$ cat src/rtl/onehot_pkg.sv
// Shared types and helpers for the one-hot to binary stream encoder.
// Flag bundle travels with each beat; bin_width picks the index width.
package onehot_pkg;

    typedef struct packed {
        logic zero;
        logic multi;
    } oh_flags_t;

    // A one-bit vector still needs a one-bit index port.
    function automatic int bin_width(input int onehot_width);
        return (onehot_width == 1) ? 1 : $clog2(onehot_width);
    endfunction

endpackage

$ cat src/rtl/onehot_enc_prio.sv
// Combinational one-hot to binary encoder with zero and multi-hot detection.
// For multi-hot input, PRIO_MSB selects whether the lowest or the highest set index wins.
module onehot_enc_prio
    import onehot_pkg::*;
#(
    parameter int ONEHOT_WIDTH = 16,
    parameter bit PRIO_MSB     = 1'b0,
    localparam int BIN_WIDTH   = bin_width(ONEHOT_WIDTH)
) (
    input  logic [ONEHOT_WIDTH-1:0] onehot_i,
    output logic [BIN_WIDTH-1:0]    bin_o,
    output oh_flags_t               flags_o
);

    logic [BIN_WIDTH-1:0] bin_s;
    logic                 found_s;

    // With PRIO_MSB the scan keeps overwriting, so the last (highest) set bit wins.
    always_comb begin
        bin_s   = '0;
        found_s = 1'b0;
        for (int i = 0; i < ONEHOT_WIDTH; i++) begin
            if (onehot_i[i] && (PRIO_MSB || !found_s)) begin
                bin_s   = BIN_WIDTH'(i);
                found_s = 1'b1;
            end else begin
                bin_s   = bin_s;
            end
        end
    end

    assign bin_o         = bin_s;
    assign flags_o.zero  = (onehot_i == '0);
    assign flags_o.multi = ((onehot_i & (onehot_i - ONEHOT_WIDTH'(1))) != '0);

endmodule

$ cat src/rtl/onehot_to_bin_stream.sv
// Handshaked one-hot to binary encoder: one output register, flush, and a
// saturating count of accepted zero/multi-hot beats.
module onehot_to_bin_stream
    import onehot_pkg::*;
#(
    parameter int ONEHOT_WIDTH  = 16,
    parameter bit PRIO_MSB      = 1'b0,
    parameter bit DROP_INVALID  = 1'b0,
    parameter int ERR_CNT_WIDTH = 8,
    localparam int BIN_WIDTH    = bin_width(ONEHOT_WIDTH)
) (
    input  logic                     clk_i,
    input  logic                     rst_i,
    input  logic                     flush_i,
    input  logic                     valid_i,
    output logic                     ready_o,
    input  logic [ONEHOT_WIDTH-1:0]  onehot_i,
    output logic                     valid_o,
    input  logic                     ready_i,
    output logic [BIN_WIDTH-1:0]     bin_o,
    output logic                     zero_o,
    output logic                     multi_o,
    input  logic                     err_clr_i,
    output logic [ERR_CNT_WIDTH-1:0] err_cnt_o
);

    logic [BIN_WIDTH-1:0]     enc_bin_s;
    oh_flags_t                enc_flags_s;
    logic                     ready_s;
    logic                     accept_s;
    logic                     bad_s;
    logic                     load_s;

    logic                     valid_d, valid_q;
    logic [BIN_WIDTH-1:0]     bin_d, bin_q;
    oh_flags_t                flags_d, flags_q;
    logic [ERR_CNT_WIDTH-1:0] err_cnt_d, err_cnt_q;

    onehot_enc_prio #(
        .ONEHOT_WIDTH (ONEHOT_WIDTH),
        .PRIO_MSB     (PRIO_MSB)
    ) u_enc (
        .onehot_i (onehot_i),
        .bin_o    (enc_bin_s),
        .flags_o  (enc_flags_s)
    );

    assign ready_s  = ~flush_i & (~valid_q | ready_i);
    assign accept_s = valid_i & ready_s;
    assign bad_s    = enc_flags_s.zero | enc_flags_s.multi;
    // A dropped beat is still consumed (and counted) but never reaches the register.
    assign load_s   = accept_s & ~(DROP_INVALID & bad_s);

    // Output register next state: flush wins, then load, then drain on ready.
    always_comb begin
        valid_d = valid_q;
        bin_d   = bin_q;
        flags_d = flags_q;
        if (flush_i) begin
            valid_d = 1'b0;
        end else if (load_s) begin
            valid_d = 1'b1;
            bin_d   = enc_bin_s;
            flags_d = enc_flags_s;
        end else if (ready_i) begin
            valid_d = 1'b0;
        end else begin
            valid_d = valid_q;
        end
    end

    // Error counter: a clear coinciding with a counted beat leaves a count of one.
    always_comb begin
        err_cnt_d = err_cnt_q;
        if (err_clr_i) begin
            err_cnt_d = (accept_s & bad_s) ? ERR_CNT_WIDTH'(1) : '0;
        end else if (accept_s && bad_s && (err_cnt_q != {ERR_CNT_WIDTH{1'b1}})) begin
            err_cnt_d = err_cnt_q + ERR_CNT_WIDTH'(1);
        end else begin
            err_cnt_d = err_cnt_q;
        end
    end

    // State register with synchronous reset.
    always_ff @(posedge clk_i) begin
        if (rst_i) begin
            valid_q   <= 1'b0;
            bin_q     <= '0;
            flags_q   <= '0;
            err_cnt_q <= '0;
        end else begin
            valid_q   <= valid_d;
            bin_q     <= bin_d;
            flags_q   <= flags_d;
            err_cnt_q <= err_cnt_d;
        end
    end

    assign ready_o   = ready_s;
    assign valid_o   = valid_q;
    assign bin_o     = bin_q;
    assign zero_o    = flags_q.zero;
    assign multi_o   = flags_q.multi;
    assign err_cnt_o = err_cnt_q;

endmodule
$ cat config.mk
export PLATFORM = sky130hd
export DESIGN_NAME = onehot_to_bin_stream
export DESIGN_NICKNAME = d
export VERILOG_FILES = /design/src/rtl/onehot_pkg.sv /design/src/rtl/onehot_enc_prio.sv /design/src/rtl/onehot_to_bin_stream.sv
export SDC_FILE = /design/constraint.sdc
export NUM_CORES = 1
export LEC_CHECK = 0
export CAP_MARGIN = 20
export CORE_MARGIN = 3
export CORE_UTILIZATION = 45
export CTS_BUF_LIST = sky130_fd_sc_hd__clkbuf_4
export DETAILED_ROUTE_END_ITERATION = 7
export PLACE_DENSITY = 0.81
export SYNTH_ARGS = -nofsm -noshare
export SYNTH_HDL_FRONTEND = slang
export SYNTH_SLANG_ARGS = --single-unit
$ cat constraint.sdc
create_clock -name clk_i -period 2.4 [get_ports clk_i]
set_input_delay 0.24 -clock clk_i [delete_from_list [all_inputs] [get_ports clk_i]]
set_output_delay 0.24 -clock clk_i [all_outputs]
set_load 0.005 [all_outputs]
==> results.md, run 1 <==
* Max frequency at 463 MHz
* Number of warnings issued by yosys at 0
* Top cells by count, synth: 17 x nor2_1, 15 x a21oi_1, 15 x dfxtp_1
* Logic gate share of total power at 25.6%
* Max-cap violation count at 0
* Global route total overflow at 0
* Biggest area consumer among synthesized cells: dfxtp_1
* Final setup viols at 0
* Largest clock skew in the final design at 0.00342 ns
* R2R Setup Slk at 0.64 ns
* Syn avg cell area at 7.61 µm²
* Slowest stage delay, CP at 0.50 ns
* Area grow syn2layout at 55.8%
* Static Leakage at 0.579 nW
* Switching power of the nets at 0.144 mW
* First-pass iteration count of the detailed router at 4
* Final worst-path setup slack at 0.241 ns
* RSZ-0062 raised after global routing: no
* Headroom to the max-slew limit at 76.5%
* Clock buffer count from CTS at 3
* Synth Flop Type: dfxtp_1
* HPWL reported at the end of detailed placement at 2.35 mm
* Initial antenna violation count at 0
* Required time worst endpoint at 2.62 ns
* Number of synthesized register bits at 15
* Crit path kind: input port to flop
* Outcome: finished, final reports clean
* Clock tree root buffer cell: clkbuf_4
* Final Hold Fails at 0
* Clk pwr share at 27.8%
* Share of Yosys cell area claimed by the top area cell type at 29.4%
* Hold_buf cts at 0
* GRT Util Overall at 22.2%
* Maximum fanout along the worst path at 13
* Count of cell types in the netlist at 39
* Total count of max-transition violations in the final report at 0
* Internal power consumption at 0.412 mW
* Reg-to-reg endpoint: err_cnt_o[5]
* Final antenna diode count at 0
* Fraction of power consumed by sequential logic at 46.6%
* Number of setup buffers added after CTS at 0
* Post-route minimum period at 2.16 ns
* Ordered cell list for the critical path: clkdlybuf4s50_1, nor4_1, buf_4, nand4_2, nor3_2, and4b_4, or4_1, a21oi_1
* Placeable Area at 2060 µm²
* Via/cell ratio at 5.82
* CP endpoint kind: flop
* CP Launch Type: input port
* Source of the critical timing path: onehot_i[11]
* Period utilization at 90.0%
* Vertical die dimension at 53.6 µm
* Number of primary I/O pins at 38
* Pre-CTS setup slack at -0.0503 ns
* Vias in the first global route at 1160
* Final design utilization at 77.1%
* Port Buffers at 37
* Synthesized cell area at 1020 µm²
* EDFF count, synth at 0
* Cells after Synth at 134
* Top cells by area in the synthesized netlist: dfxtp_1 29%, a21oi_1 7.4%, nor2_1 6.3%, nor3_1 4.4%, nor4_4 4.2%
* Sw frac at 25.9%
* VDD IR max at 0.000351 V
* DRC marker count from the first detailed-route iteration at 28
* Number of cells upsized or downsized after cts at 0
* Most common cell in the netlist: nor2_1
* CTS sink cnt at 15
* Insertion delay of the later-clocked pin in the worst-skew pair at 0.29 ns
* Via total after detailed routing at 1275
* Type of the worst min-delay path: flop to flop
* Path depth of the worst reg2reg path at 6
* Fraction of registers with async set/reset at 0%
* Die Outline Area at 2870 µm²
* P per Cell Area at 350 nW/µm²
* Maximum number of pins on one net before global-route repair at 14
* Sequential fraction of the synthesis area at 29.4%
* Horiz. Die Dim at 53.6 µm
* Routed wire length per instance at 13.3 µm
* Proportion of layout cells with a drive suffix above 1 at 16.1%
* Worst reg2reg startpoint: err_cnt_o[0]
* WHS Path Cells at 2
* Hold path startpoint: zero_o
* CTS tree: built
* Sink of the worst hold path: zero_o
* Number of rows in the core area at 16
* RD Place Congestion at 0.815
* Count of nets left with antenna violations after detail routing at 0
* DR DRC count at 0
* First-pass GRT wire length at 4.82 mm
* Initial Utilization at 49.5%
* Number of buffers between clock root and the deepest sink at 2
* Crit path DAT at 2.38 ns
* Critical-path cell with the highest stage delay: or4_1
* Actual slew at the worst max-slew pin at 0.351 ns
* Clock slew seen by the registers of the worst setup and hold paths at 0.08 ns
* H-Tree Level Count at 1
* Final routed wirelength across all metal layers at 2.91 mm
* Net Count, Synth at 157
* Net count, final at 216
-- metrics by stage --
stage          instance area (µm²)  total power [mW]  setup TNS, ns  hold WS [ns]  std cells
2_1_floorplan                 1020             0.309              0         0.319        134
3_3_place_gp                  1560             0.402              0         0.448        215
3_5_place_dp                  1560             0.406         -0.120         0.451        215
4_1_cts                       1590             0.557              0         0.467        219
5_1_grt                       1590             0.580              0         0.484        219
6_report                      1590             0.556              0         0.460        219
-- sequential cells by signal, summed over array words and instances, names as in the netlist --
register   flops
err_cnt_o      8
bin_o          4
multi_o        1
valid_o        1
zero_o         1
-- cells in the final DEF (no fill, tap or decap), types with 2 or more instances in the layout --
cell type | synthesis | routed
a211oi_1 | 2 | 2
a21oi_1 | 15 | 15
a31oi_1 | 2 | 2
and2_1 | 3 | 3
and3_1 | 3 | 3
buf_4 | 0 | 21
clkbuf_4 | 0 | 4
clkdlybuf4s50_1 | 0 | 37
dfxtp_1 | 15 | 15
inv_1 | 4 | 4
nand2_1 | 8 | 8
nand3_1 | 5 | 5
nand3b_1 | 2 | 2
nand4_1 | 2 | 2
nor2_1 | 17 | 17
nor2b_1 | 2 | 2
nor3_1 | 9 | 9
nor3_2 | 2 | 2
nor4_1 | 3 | 3
nor4_4 | 2 | 2
o21ai_0 | 6 | 6
o21ai_1 | 2 | 2
o31ai_1 | 2 | 2
o32ai_1 | 2 | 2
or2_1 | 2 | 2
or3_1 | 6 | 6
or4_1 | 2 | 2
-- layout make-up --
type                            instances  area, µm²
Sequential cell                        15        300
Clock buffer                            4       30.0
Multi-Input combinational cell        111        682
Fill cell                             154        473
Timing Repair Buffer                   58        528
Tap cell                               27       33.8
Inverter                                4       15.0
-- critical path, delay by kind of cell --
| family | cells | cell delay (ns) |
|---|---|---|
| and+or+nand+nor | 5 | 1.38 |
| buffers and inverters | 2 | 0.61 |
| AOI/OAI and AO/OA | 1 | 0.15 |
-- kinds of logic (layout without fill, tap and decap cells) --
| group | after synthesis | in the layout | synth area share [%] |
|---|---|---|---|
| fa+ha+maj | 2 | 2 | 2.21 |
| compound gates | 37 | 37 | 22.3 |
| mux | 1 | 1 | 0.982 |
| simple gates | 71 | 71 | 41.3 |
| buf+inv | 8 | 66 | 3.68 |
| flops | 15 | 15 | 29.4 |
-- worst max path at each step --
| stage | end | slack [ns] | cells past startpoint |
|---|---|---|---|
| finish | err_cnt_o[5] | 0.24 | 8 |
| global route | err_cnt_o[5] | 0.12 | 8 |
| CTS | err_cnt_o[5] | 0.24 | 8 |
| detailed placement | err_cnt_o[5] | -0.05 | 8 |
| global placement | err_cnt_o[1] | 0.03 | 8 |
| floorplan | err_cnt_o[5] | 0.54 | 6 |
-- power groups by stage --
| stage | Sequential [mW] | Combinational [mW] | Clock [mW] |
|---|---|---|---|
| 2_1_floorplan | 0.265 | 0.0443 | 0 |
| 3_3_place_gp | 0.265 | 0.138 | 0 |
| 3_5_place_dp | 0.265 | 0.141 | 0 |
| 4_1_cts | 0.259 | 0.142 | 0.156 |
| 5_1_grt | 0.260 | 0.155 | 0.165 |
| 6_report | 0.259 | 0.142 | 0.154 |
-- metal layers --
metal	GRT usage [%]	vias up	share of wire [%]	routed length (µm)
met5	0	-	0	0
li1	-	626	-	-
met4	5.96	0	0.90	26
met1	27.8	591	44	1290
met3	5.54	5	6.9	200
met2	37.6	53	48	1390
Power figures use the tool's default switching activity.
==> run 2, diff against run 1 <==
--- a/config.mk
+++ b/config.mk
@@ -11,6 +11,7 @@
 export CTS_BUF_LIST = sky130_fd_sc_hd__clkbuf_4
 export DETAILED_ROUTE_END_ITERATION = 7
 export PLACE_DENSITY = 0.81
+export SLEW_MARGIN = 10
 export SYNTH_ARGS = -nofsm -noshare
 export SYNTH_HDL_FRONTEND = slang
 export SYNTH_SLANG_ARGS = --single-unit
==> results of run 2 <==
The final DEF is identical to that of run 1; final timing and power are the same.
